### src/rtl/dmem_arbiter.sv
// Round-robin arbiter between the CPU (port 0) and DMA (port 1) in front of a byte-enabled data memory.
// Handles byte/half/word lane steering, alignment checks and registered, lane-extracted load responses.
module dmem_arbiter (
  input  logic        clk,
  input  logic        reset,
  input  logic [1:0]  rq_valid,
  output logic [1:0]  rq_ready,
  input  logic        rq_we0,
  input  logic        rq_we1,
  input  logic [1:0]  rq_size0,
  input  logic [1:0]  rq_size1,
  input  logic        rq_signed0,
  input  logic        rq_signed1,
  input  logic [31:0] rq_addr0,
  input  logic [31:0] rq_addr1,
  input  logic [31:0] rq_wdata0,
  input  logic [31:0] rq_wdata1,
  output logic [1:0]  rsp_valid,
  output logic [31:0] rsp_rdata,
  output logic        rsp_err,
  output logic        mem_we,
  output logic [3:0]  mem_be,
  output logic [31:0] mem_a,
  output logic [31:0] mem_wd,
  input  logic [31:0] mem_rd
);

  logic        prio;
  logic [1:0]  grant;
  logic        granted;
  logic        sel;
  logic        we;
  logic [1:0]  size;
  logic        sgn;
  logic [31:0] addr;
  logic [31:0] wdata;
  logic        legal;
  logic [3:0]  be;
  logic [31:0] wdRep;
  logic [31:0] loadData;
  logic [7:0]  laneByte;
  logic [15:0] laneHalf;

  // Grant is gated by reset so nothing reaches the memory while reset is held.
  always_comb begin
    grant = 2'b00;
    if (!reset) begin
      if (rq_valid == 2'b11) grant = prio ? 2'b10 : 2'b01;
      else                   grant = rq_valid;
    end
  end

  assign rq_ready = grant;
  assign granted  = |grant;
  assign sel      = grant[1];
  assign we       = sel ? rq_we1     : rq_we0;
  assign size     = sel ? rq_size1   : rq_size0;
  assign sgn      = sel ? rq_signed1 : rq_signed0;
  assign addr     = sel ? rq_addr1   : rq_addr0;
  assign wdata    = sel ? rq_wdata1  : rq_wdata0;

  always_comb begin
    legal = 1'b0;
    be    = 4'b0000;
    wdRep = wdata;
    case (size)
      2'b00: begin
        legal = 1'b1;
        be    = 4'b0001 << addr[1:0];
        wdRep = {4{wdata[7:0]}};
      end
      2'b01: begin
        legal = ~addr[0];
        be    = addr[1] ? 4'b1100 : 4'b0011;
        wdRep = {2{wdata[15:0]}};
      end
      2'b10: begin
        legal = (addr[1:0] == 2'b00);
        be    = 4'b1111;
        wdRep = wdata;
      end
      default: begin
        legal = 1'b0;
        be    = 4'b0000;
        wdRep = wdata;
      end
    endcase
  end

  always_comb begin
    laneByte = mem_rd[{addr[1:0], 3'b000} +: 8];
    laneHalf = addr[1] ? mem_rd[31:16] : mem_rd[15:0];
    case (size)
      2'b00:   loadData = {{24{sgn & laneByte[7]}}, laneByte};
      2'b01:   loadData = {{16{sgn & laneHalf[15]}}, laneHalf};
      default: loadData = mem_rd;
    endcase
  end

  assign mem_we = granted & we & legal & ~reset;
  assign mem_a  = granted ? addr : 32'd0;
  assign mem_be = (granted & legal) ? be : 4'b0000;
  assign mem_wd = granted ? wdRep : 32'd0;

  // The pointer moves to the losing port after every grant; responses are one-cycle pulses.
  always_ff @(posedge clk or posedge reset) begin
    if (reset) begin
      prio      <= 1'b0;
      rsp_valid <= 2'b00;
      rsp_rdata <= 32'd0;
      rsp_err   <= 1'b0;
    end else begin
      if (granted) prio <= ~sel;
      rsp_valid <= grant;
      rsp_err   <= granted & ~legal;
      rsp_rdata <= (granted & legal & ~we) ? loadData : 32'd0;
    end
  end

endmodule

### config.mk
export PLATFORM = sky130hd
export DESIGN_NAME = dmem_arbiter
export DESIGN_NICKNAME = d
export VERILOG_FILES = /design/src/rtl/dmem_arbiter.sv
export SDC_FILE = /design/constraint.sdc
export NUM_CORES = 1
export LEC_CHECK = 0
export ABC_AREA = 0
export BUFFER_PORTS_ARGS = -buffer_cell sky130_fd_sc_hd__buf_2
export CORE_MARGIN = 5
export CORE_UTILIZATION = 37
export DETAILED_ROUTE_END_ITERATION = 10
export GPL_ROUTABILITY_DRIVEN = 0
export GPL_TIMING_DRIVEN = 0
export PLACE_DENSITY_LB_ADDON = 0.3
export SYNTH_ARGS = -nofsm -noshare
export SYNTH_HDL_FRONTEND = slang
export SYNTH_SLANG_ARGS = --single-unit
### constraint.sdc
create_clock -name clk -period 6.1 [get_ports clk]
set_input_delay 1.22 -clock clk [delete_from_list [all_inputs] [get_ports clk]]
set_output_delay 1.22 -clock clk [all_outputs]
set_load 0.02 [all_outputs]
==> impl_metrics.yaml, run 1 <==
detailed_routing:
  vias: 5286
  postRouteAntennaNets: 0
  drt_first_pass_iters: 6
  wl_per_cell_um: 18.7
  drc_errors: 0
  detail_route.wirelength_um: 17900
  drt-vias-per-instance: 5.52
  drtIter0Drc: 476
synthesis:
  syn-num-nets: 709
  synth_cells: 537
  muxShareOfSynthArea_pct: 6.59
  syn_area_um2: 3950
  synth.largest_area_cell: "dfrtp_1"
  synth_most_common_cell: "nand2_1"
  syn-mean-instance-area_um2: 7.36
  ys_top_cells_by_area: "dfrtp_1, nand2_1, a21oi_1"
  synth_simple_gate_area_share_pct: 28.0
  ys.flop_type: "dfrtp_1"
  synth_top_family_by_area: "compound AO/OA/AOI/OAI gates"
  yosys_warnings: 0
  synth_top_area_share_pct: 22.8
  synth_edf_count: 0
  synth_compound_gate_area_share_pct: 35.7
  synthAdderAreaFrac_pct: 0
  ys_types: 57
  ys_seq_elements: 36
  synth_xor_area_share_pct: 0.443
  synth_common_cells: "nand2_1, a21oi_1, a211oi_1"
  yosysSeqAreaShare_pct: 22.8
  async_flop_share_pct: 100
run_status:
  status: "complete, no violations"
final_layout:
  layout.nets: 990
  multiInputGateArea_um2: 2790
  regArea_um2: 901
  nFillCells: 1111
  layout-drive-gt1-share_pct: 42.1
  stdcell_count: 957
  area_delta_synth_final_pct: 41.4
floorplanning:
  die_area_um2: 12800
  num_rows: 37
  fp.dieW_um: 113
  core_um2: 10400
  initial_core_util_pct: 38.1
  io_pins: 278
  dieHeight_um: 113
clock_network:
  postCtsSetupBuffers: 0
  cts_made_buffers: 5
  clkTransAtPathRegs_ns: 0.07
  cts_tree: "yes"
  cts-resized-gates: 0
  cts_root_buffer: "clkbuf_8"
  clock_path_buffers: 2
  holdBufCountCts: 0
  insertion_delay_ns: 0.29
  clock-sinks: 36
  htree_levels: 2
setup_path:
  crit_path_start_kind: "primary input"
  required_ns: 4.88
  r2r_cells: 7
  arrival_ns: 3.38
  crit_type: "primary input to output port"
  timing.rr.start: "prio"
  r2r_slack_ns: 3.75
  r2r_end: "rsp_rdata[30]"
  crit_path_max_fanout: 10
  worstSetupEndpointType: "output port"
power_and_ir_drop:
  vdd_drop_max_uv: 88.7
  p_leak_nw: 2.85
  p_per_area_nw_per_um2: 155
sta:
  max_freq_ghz: 0.218
  fin_ws_ns: 1.50
  hold_viol_final: 0
  worst_hold_slack_ns: 0.536
  drv_slew: 0
  relSlewSlack_pct: 50.8
  clock_skew_ns: 0.00327
  period_minus_slack_ns: 4.60
  setup_viol: 0
  fin_tns_setup_ns: 0
  timing.final.crit_share_pct: 75.4
  tightest_slew_ns: 0.734
  rsz0062_at_grt: "false"
min_path:
  hold_depth: 1
  hold_class: "flop to flop"
  hp-start: "prio"
  holdPathEnd: "rsp_valid[0]"
placement:
  hpwl_um: 14700
  placed_cells: 947
  port_buffers: 274
  place_ws_ns: 0.922
grt:
  antenna_found_initial: 3
  grt_pass1_vias: 5240
  grt_max_degree: 39
  grt.total_usage_pct: 26.3
  grt_overflow: 0
  grt_pass1_wl_um: 27400
job:
  maxCapViolCount: 0
[registers in the layout, summed over array words and instances (netlist names)]
register,count
prio,1
rsp_err,1
rsp_rdata,32
rsp_valid,2
[per-stage QoR]
stage               area, um2  total power, mW  utilization [%]
floorplan                3950            0.530                -
global placement         5490            0.693             53.0
detailed placement       5490            0.695             53.0
CTS                      5580            0.866             53.8
global route             5590            0.916             53.9
finish                   5590            0.863             53.9
[report_power, final]
group	switching, mW	internal, mW
Combinational	0.281	0.164
Sequential	0.00307	0.248
Clock	0.0886	0.0795
Total	0.372	0.491
[worst max-delay path: stages]
cell and delay (ns):
buf_2 0.11, and2b_1 0.18, buf_4 0.14, nand2_4 0.09, inv_4 0.16, mux2i_1 0.48
clkbuf_1 0.43, nor2b_1 0.09, a211oi_1 0.25, buf_2 0.22
[cells by family after synthesis]
group | Yosys count
AOI/OAI and AO/OA | 188
and+or+nand+nor | 231
muxes | 25
xor gates and xnor gates | 2
buffers and inverters | 55
DFF | 36
[worst max path at each step]
stage,startpoint,to,slack [ns],cells after the start
2_1_floorplan,reset,mem_be[1],1.17,4
3_3_place_gp,reset,mem_be[0],0.99,6
3_5_place_dp,reset,mem_be[0],0.92,6
4_1_cts,reset,mem_be[0],0.92,6
5_1_grt,reset,mem_wd[12],1.27,10
6_report,reset,mem_wd[12],1.50,10
[cell usage in the layout, fill, tap and decap left out, types with 7 or more instances in the layout]
cell	netlist	layout
buf_2	17	291
nand2_1	120	120
a21oi_1	60	60
a211oi_1	38	38
dfrtp_1	36	36
clkbuf_1	27	27
nor2_1	26	26
and3_1	18	18
nand2b_1	17	17
mux2i_1	17	17
a22oi_1	15	15
a211oi_2	14	14
nor3_1	13	13
nor2b_1	11	11
a2111oi_0	9	9
a22o_1	8	8
o31ai_1	8	8
o21a_1	8	8
mux2_2	8	8
or4_1	7	7
[layout make-up]
type | instances | share of cell area (%)
clock inverters | 3 | 0.336
flip-flops and latches | 36 | 16.1
plain buffers | 51 | 4.28
clock buffers | 5 | 1.23
diodes | 2 | 0.0896
multi-input cells | 446 | 50.0
inverters | 4 | 0.314
well taps | 136 | 3.05
repair buffers | 274 | 24.6
[metal layers]
layer / vias up / routed length (um) / global-route usage, %
li1: 2529 / - / -
met1: 2417 / 6840 / 32.7
met2: 296 / 8800 / 44.7
met3: 42 / 1720 / 5.88
met4: 2 / 500 / 9.54
met5: - / 11 / 0
(Power assumes the default switching activity.)
==> run 2: changes to the inputs <==
--- a/config.mk
+++ b/config.mk
@@ -5,11 +5,11 @@
 export SDC_FILE = /design/constraint.sdc
 export NUM_CORES = 1
 export LEC_CHECK = 0
-export ABC_AREA = 0
+export ABC_AREA = 1
 export BUFFER_PORTS_ARGS = -buffer_cell sky130_fd_sc_hd__buf_2
-export CORE_MARGIN = 5
-export CORE_UTILIZATION = 37
+export CORE_AREA = 5 5 105 107
 export DETAILED_ROUTE_END_ITERATION = 10
+export DIE_AREA = 0 0 110 112
 export GPL_ROUTABILITY_DRIVEN = 0
 export GPL_TIMING_DRIVEN = 0
 export PLACE_DENSITY_LB_ADDON = 0.3
==> constraint.sdc (replaced) <==
create_clock -name clk -period 4.6 [get_ports clk]
set_input_delay 0.92 -clock clk [delete_from_list [all_inputs] [get_ports clk]]
set_output_delay 0.92 -clock clk [all_outputs]
set_load 0.02 [all_outputs]
==> run 2 against run 1 <==
Sequential share of layout area increased by 1.7 points; first-iteration DRC count decreased by 64%; worst setup slack got worse by 0.62 ns; critical path depth increased by 1; utilization decreased by 3.7 points; power increased by 35%; wire length decreased by 18%; via count decreased by 16%; combinational power increased by 25%; cell area decreased by 9.7%; sequential power increased by 33%; largest power group unchanged; highest routed layer is now met4.
==> impl_metrics.yaml, run 2 <==
detailed_routing:
  postRouteAntennaNets: 0
  drt_first_pass_iters: 6
  drtIter0Drc: 173
  drc_errors: 0
  drt-vias-per-instance: 4.72
  wl_per_cell_um: 15.4
  vias: 4458
  detail_route.wirelength_um: 14600
setup_path:
  critPathSlowestCell: "o21ai_0"
  arrival_ns: 2.80
  r2r_end: "rsp_rdata[3]"
  r2r_slack_ns: 2.57
  timing.rr.start: "prio"
  crit_path_start_kind: "primary input"
  slowest_delay_ns: 0.57
  crit_type: "primary input to output port"
  crit_path_max_fanout: 10
  r2r_cells: 11
  worstSetupEndpointType: "output port"
  path_cells: "buf_2 > nor2_4 > nand2_4 > buf_6 > nand2_2 > nand2_2 > buf_6 > o21ai_0 > nand2_1 > a21oi_1 > buf_2"
  required_ns: 3.68
synthesis:
  syn-mean-instance-area_um2: 6.45
  ys_seq_elements: 36
  synth_cells: 523
  synth.largest_area_cell: "dfrtp_1"
  yosys_warnings: 0
  synth_edf_count: 0
  syn_area_um2: 3370
  yosysSeqAreaShare_pct: 26.7
  ys_types: 32
  synth_top_area_share_pct: 26.7
  async_flop_share_pct: 100
  syn-num-nets: 695
  ys.flop_type: "dfrtp_1"
  synth_most_common_cell: "nor2_1"
  ys_top_cells_by_area: "dfrtp_1, nor2_1, o21ai_0"
  synth_common_cells: "nor2_1, nand2_1, o21ai_0"
power_and_ir_drop:
  swShare_pct: 41.1
  vdd_drop_max_uv: 139
  p_clk_share_pct: 24.0
  internal_power_mw: 0.689
  p_per_area_nw_per_um2: 232
  seqPwrFrac_pct: 28.5
  combPwrFrac_pct: 47.4
  switching_power_mw: 0.480
  p_leak_nw: 3.01
sta:
  setup_viol: 0
  relSlewSlack_pct: 51.7
  fin_tns_setup_ns: 0
  timing.final.crit_share_pct: 80.8
  clock_skew_ns: 0.0135
  tightest_slew_ns: 0.723
  period_minus_slack_ns: 3.72
  drv_slew: 0
  hold_viol_final: 0
  rsz0062_at_grt: "false"
  max_freq_ghz: 0.269
floorplanning:
  core_um2: 10000
  die_area_um2: 12300
  num_rows: 37
  dieHeight_um: 112
  initial_core_util_pct: 33.6
  io_pins: 278
  fp.dieW_um: 110
min_path:
  hold_class: "flop to flop"
  hold_depth: 2
  hp-start: "prio"
  holdPathEnd: "prio"
clock_network:
  htree_levels: 2
  cts_tree: "yes"
  clock_path_buffers: 2
  cts_made_buffers: 5
  clock-sinks: 36
  cts_root_buffer: "clkbuf_8"
  cts-resized-gates: 0
  holdBufCountCts: 0
  postCtsSetupBuffers: 0
  insertion_delay_ns: 0.29
  clkTransAtPathRegs_ns: 0.08
final_layout:
  layout_commonest_cell: "buf_2"
  layout-drive-gt1-share_pct: 44.1
  stdcell_count: 944
  post-route-util_pct: 50.2
  final_cell_mix: "buf_2, nor2_1, nand2_1"
  nFillCells: 1096
  antenna_cells: 0
  stdcell_area_um2: 5040
  area_delta_synth_final_pct: 49.4
  layout.nets: 979
  largest_reg_flops: 32
  top_regs: "rsp_rdata: 32 flops, rsp_valid: 2 flops"
  regMostFlops: "rsp_rdata"
grt:
  grt_pass1_vias: 4336
  grt_max_degree: 37
  grt.total_usage_pct: 22.4
  antenna_found_initial: 0
  grt_overflow: 0
  grt_pass1_wl_um: 21800
placement:
  placed_cells: 936
  port_buffers: 277
  postPlaceCellArea_um2: 4930
  hpwl_um: 12400
run_status:
  status: "complete, no violations"
job:
  maxCapViolCount: 0
run 2: cell count changes in the layout (fill, tap and decap cells not counted), moves of 14 or more:
| cell | before | now |
|---|---|---|
| a21oi_1 | 60 | 25 |
| o21ai_0 | 6 | 58 |
| a211oi_2 | 14 | 0 |
| nand2b_1 | 17 | 0 |
| a211oi_1 | 38 | 9 |
| nand2_1 | 120 | 66 |
| and3_1 | 18 | 0 |
| nor2_1 | 26 | 148 |
| inv_1 | 2 | 43 |
| a22oi_1 | 15 | 0 |
run 2: worst max-delay path: cells and delay by family:
family,cells,cell delay [ns]
compound gates,2,0.78
simple gates,5,0.47
buf+inv,4,0.61
run 2: cell type report:
cell class	count	area, um2	area share [%]
tap	136	170	3.38
sequential	36	901	17.9
inverter	48	183	3.62
clock buffer	5	68.8	1.37
multi-input combinational	408	2110	41.9
clock inverter	3	42.5	0.844
buffer	31	178	3.52
timing repair buffer	277	1390	27.5
run 2: power by group through the flow:
stage / combinational, mW / clock, mW / sequential (mW)
detailed placement: 0.555 / 0 / 0.340
CTS: 0.558 / 0.286 / 0.334
floorplan: 0.324 / 0 / 0.358
global placement: 0.554 / 0 / 0.340
finish: 0.555 / 0.281 / 0.334
global route: 0.611 / 0.298 / 0.335
run 2: how the worst max path moves through the flow:
stage / start / endpoint / slack [ns] / cells after the start
finish: reset / mem_be[0] / 0.88 / 11
global route: reset / mem_be[0] / 0.73 / 11
CTS: reset / mem_be[0] / 0.87 / 11
detailed placement: reset / mem_be[0] / 0.88 / 11
global placement: reset / mem_be[0] / 0.89 / 11
floorplan: rq_valid[1] / mem_wd[29] / 1.26 / 10
run 2: cells by family (layout without fill, tap and decap cells):
family,after synthesis,count (layout),share of synthesized area (%)
flops,36,36,26.7
compound gates,121,121,21.2
mux,9,9,2.67
simple gates,278,278,38.7
buf+inv,79,364,10.7
run 2: stage by stage:
step	setup slack (ns)	power, mW	hold slack [ns]
after floorplan	1.26	0.682	0.469
after global placement	0.890	0.894	0.487
after detailed placement	0.879	0.895	0.501
after CTS	0.871	1.18	0.521
after global routing	0.730	1.24	0.532
final	0.883	1.17	0.524
run 2: metal layers:
metal / wire length [um] / vias up / GRT usage, %
li1: - / 2250 / -
met4: 231 / 0 / 4.99
met5: 0 / - / 0
met2: 7940 / 213 / 42.9
met3: 1190 / 21 / 4.46
met1: 5210 / 1974 / 24.7
==> run 3: changes to the inputs <==
--- a/config.mk
+++ b/config.mk
@@ -5,11 +5,11 @@
 export SDC_FILE = /design/constraint.sdc
 export NUM_CORES = 1
 export LEC_CHECK = 0
-export ABC_AREA = 1
+export ABC_AREA = 0
 export BUFFER_PORTS_ARGS = -buffer_cell sky130_fd_sc_hd__buf_2
-export CORE_AREA = 5 5 105 107
+export CORE_MARGIN = 5
+export CORE_UTILIZATION = 37
 export DETAILED_ROUTE_END_ITERATION = 10
-export DIE_AREA = 0 0 110 112
 export GPL_ROUTABILITY_DRIVEN = 0
 export GPL_TIMING_DRIVEN = 0
 export PLACE_DENSITY_LB_ADDON = 0.3
==> constraint.sdc (replaced) <==
create_clock -name clk -period 3.8 [get_ports clk]
set_input_delay 0.76 -clock clk [delete_from_list [all_inputs] [get_ports clk]]
set_output_delay 0.76 -clock clk [all_outputs]
set_load 0.02 [all_outputs]
==> run 3 against run 2 <==
Highest routed layer unchanged; sequential power grew 20%; utilization is 3.9 points higher; via count increased by 17%.
==> impl_metrics.yaml, run 3 (synthesis gave the netlist of run 1 again) <==
power_and_ir_drop:
  p_leak_nw: 2.85
  p_per_area_nw_per_um2: 247
  design_power_total_mw: 1.38
  vdd_drop_max_uv: 152
job:
  maxCapViolCount: 0
setup_path:
  required_ns: 3.04
  slowest_delay_ns: 0.56
  arrival_ns: 2.88
  crit_path_start_kind: "primary input"
  worstSetupEndpointType: "output port"
  critPathBufInv: 6
  cp_top_family: "buffers and inverters"
  path_cells: "buf_2 > and2b_1 > buf_4 > nand2_4 > inv_4 > buf_2 > a21oi_1 > buf_2 > a211oi_1 > buf_2"
  crit_type: "primary input to output port"
  critPathSlowestCell: "a21oi_1"
  crit_path_max_fanout: 10
  critical_path.most_common_cell: "buf_2"
floorplanning:
  num_rows: 37
  io_pins: 278
  core_um2: 10400
  fp.dieW_um: 113
  dieHeight_um: 113
  die_area_um2: 12800
  initial_core_util_pct: 38.1
placement:
  postPlaceCellArea_um2: 5490
  hpwl_um: 14500
  port_buffers: 274
  place_ws_ns: -0.442
clock_network:
  clock_path_buffers: 2
  postCtsSetupBuffers: 0
  htree_levels: 2
  insertion_delay_ns: 0.28
  cts_tree: "yes"
  clock-sinks: 36
  cts_made_buffers: 5
  clkTransAtPathRegs_ns: 0.07
  cts_root_buffer: "clkbuf_8"
min_path:
  hold_class: "flop to flop"
detailed_routing:
  vias: 5232
  drc_errors: 0
  drt_first_pass_iters: 5
  postRouteAntennaNets: 0
  wl_per_cell_um: 18.3
  drtIter0Drc: 441
  drt-vias-per-instance: 5.46
  detail_route.wirelength_um: 17500
final_layout:
  regArea_um2: 901
  multiInputGateArea_um2: 2810
  final_cell_mix: "buf_2, nand2_1, a21oi_1"
  largest_reg_flops: 32
  area_delta_synth_final_pct: 41.9
  stdcell_area_um2: 5610
  regMostFlops: "rsp_rdata"
  post-route-util_pct: 54.1
  top_regs: "rsp_rdata: 32 flops, rsp_valid: 2 flops"
  nFillCells: 1082
  layout-drive-gt1-share_pct: 42.4
  layout_commonest_cell: "buf_2"
  layout.nets: 990
grt:
  grt_max_degree: 39
  grt.total_usage_pct: 26.0
  grt_pass1_wl_um: 26900
  antenna_found_initial: 3
  grt_pass1_vias: 5142
  grt_overflow: 0
run_status:
  status: "complete, no violations"
sta:
  relSlewSlack_pct: 46.6
  tightest_slew_ns: 0.799
  hold_viol_final: 0
  max_freq_ghz: 0.275
  setup_viol: 0
  fin_tns_setup_ns: 0
  clock_skew_ns: 0.00627
  timing.final.crit_share_pct: 95.7
  rsz0062_at_grt: "false"
  period_minus_slack_ns: 3.64
  drv_slew: 0
  fin_ws_ns: 0.162
==> run 3: cell types whose count changed in the layout (fill, tap and decap cells not counted), sizes merged, moves of 18 or more <==
cell and delta:
a211oi +43, and3 +18, nand2 +39, o21ai -49, nor2 -136, a21oi +28
nand2b +19, inv -45
==> run 3: layout make-up <==
| class | count | area share, % |
|---|---|---|
| Multi-Input combinational cell | 446 | 50.1 |
| Timing Repair Buffer | 274 | 24.5 |
| Sequential cell | 36 | 16.1 |
| Buffer | 51 | 4.29 |
| Tap cell | 136 | 3.04 |
| Clock buffer | 5 | 1.23 |
| Inverter | 4 | 0.379 |
| Clock inverter | 3 | 0.335 |
| Antenna cell | 3 | 0.134 |
==> run 3: report_power, final <==
group          internal, mW  switching [mW]  leakage [nW]
registers             0.398         0.00462         0.495
clock network         0.128           0.140        0.0479
logic                 0.263           0.450          2.31
==> run 3: routing by layer <==
layer / vias up / global-route usage (%) / wire length, um
met5: - / 0 / 0
met4: 0 / 10.9 / 656
met3: 47 / 5.72 / 1580
met2: 276 / 43.3 / 8430
met1: 2376 / 32.3 / 6850
li1: 2533 / - / -
==> run 3: stage by stage <==
step	hold slack, ns	instances
floorplan	0.484	537
global placement	0.503	947
detailed placement	0.502	947
CTS	0.514	955
global route	0.531	958
finish	0.515	958
==> run 3: final timing paths <==
kind,from,endpoint,slack (ns),depth (start not counted)
min in group asynchronous,reset,rsp_err,0.62,2
max in group asynchronous,reset,rsp_rdata[5],2.72,2
max reg2reg,prio,rsp_rdata[21],1.47,7
max,reset,mem_wd[29],0.16,10
min,prio,rsp_valid[0],0.51,1
min reg2reg,prio,rsp_valid[0],0.51,1
==> run 3: timing repair <==
action | CTS | global route
hold buffers | 0 | 0
resized for setup | 2 | 3
endpoints found under the setup margin | 69 | 16
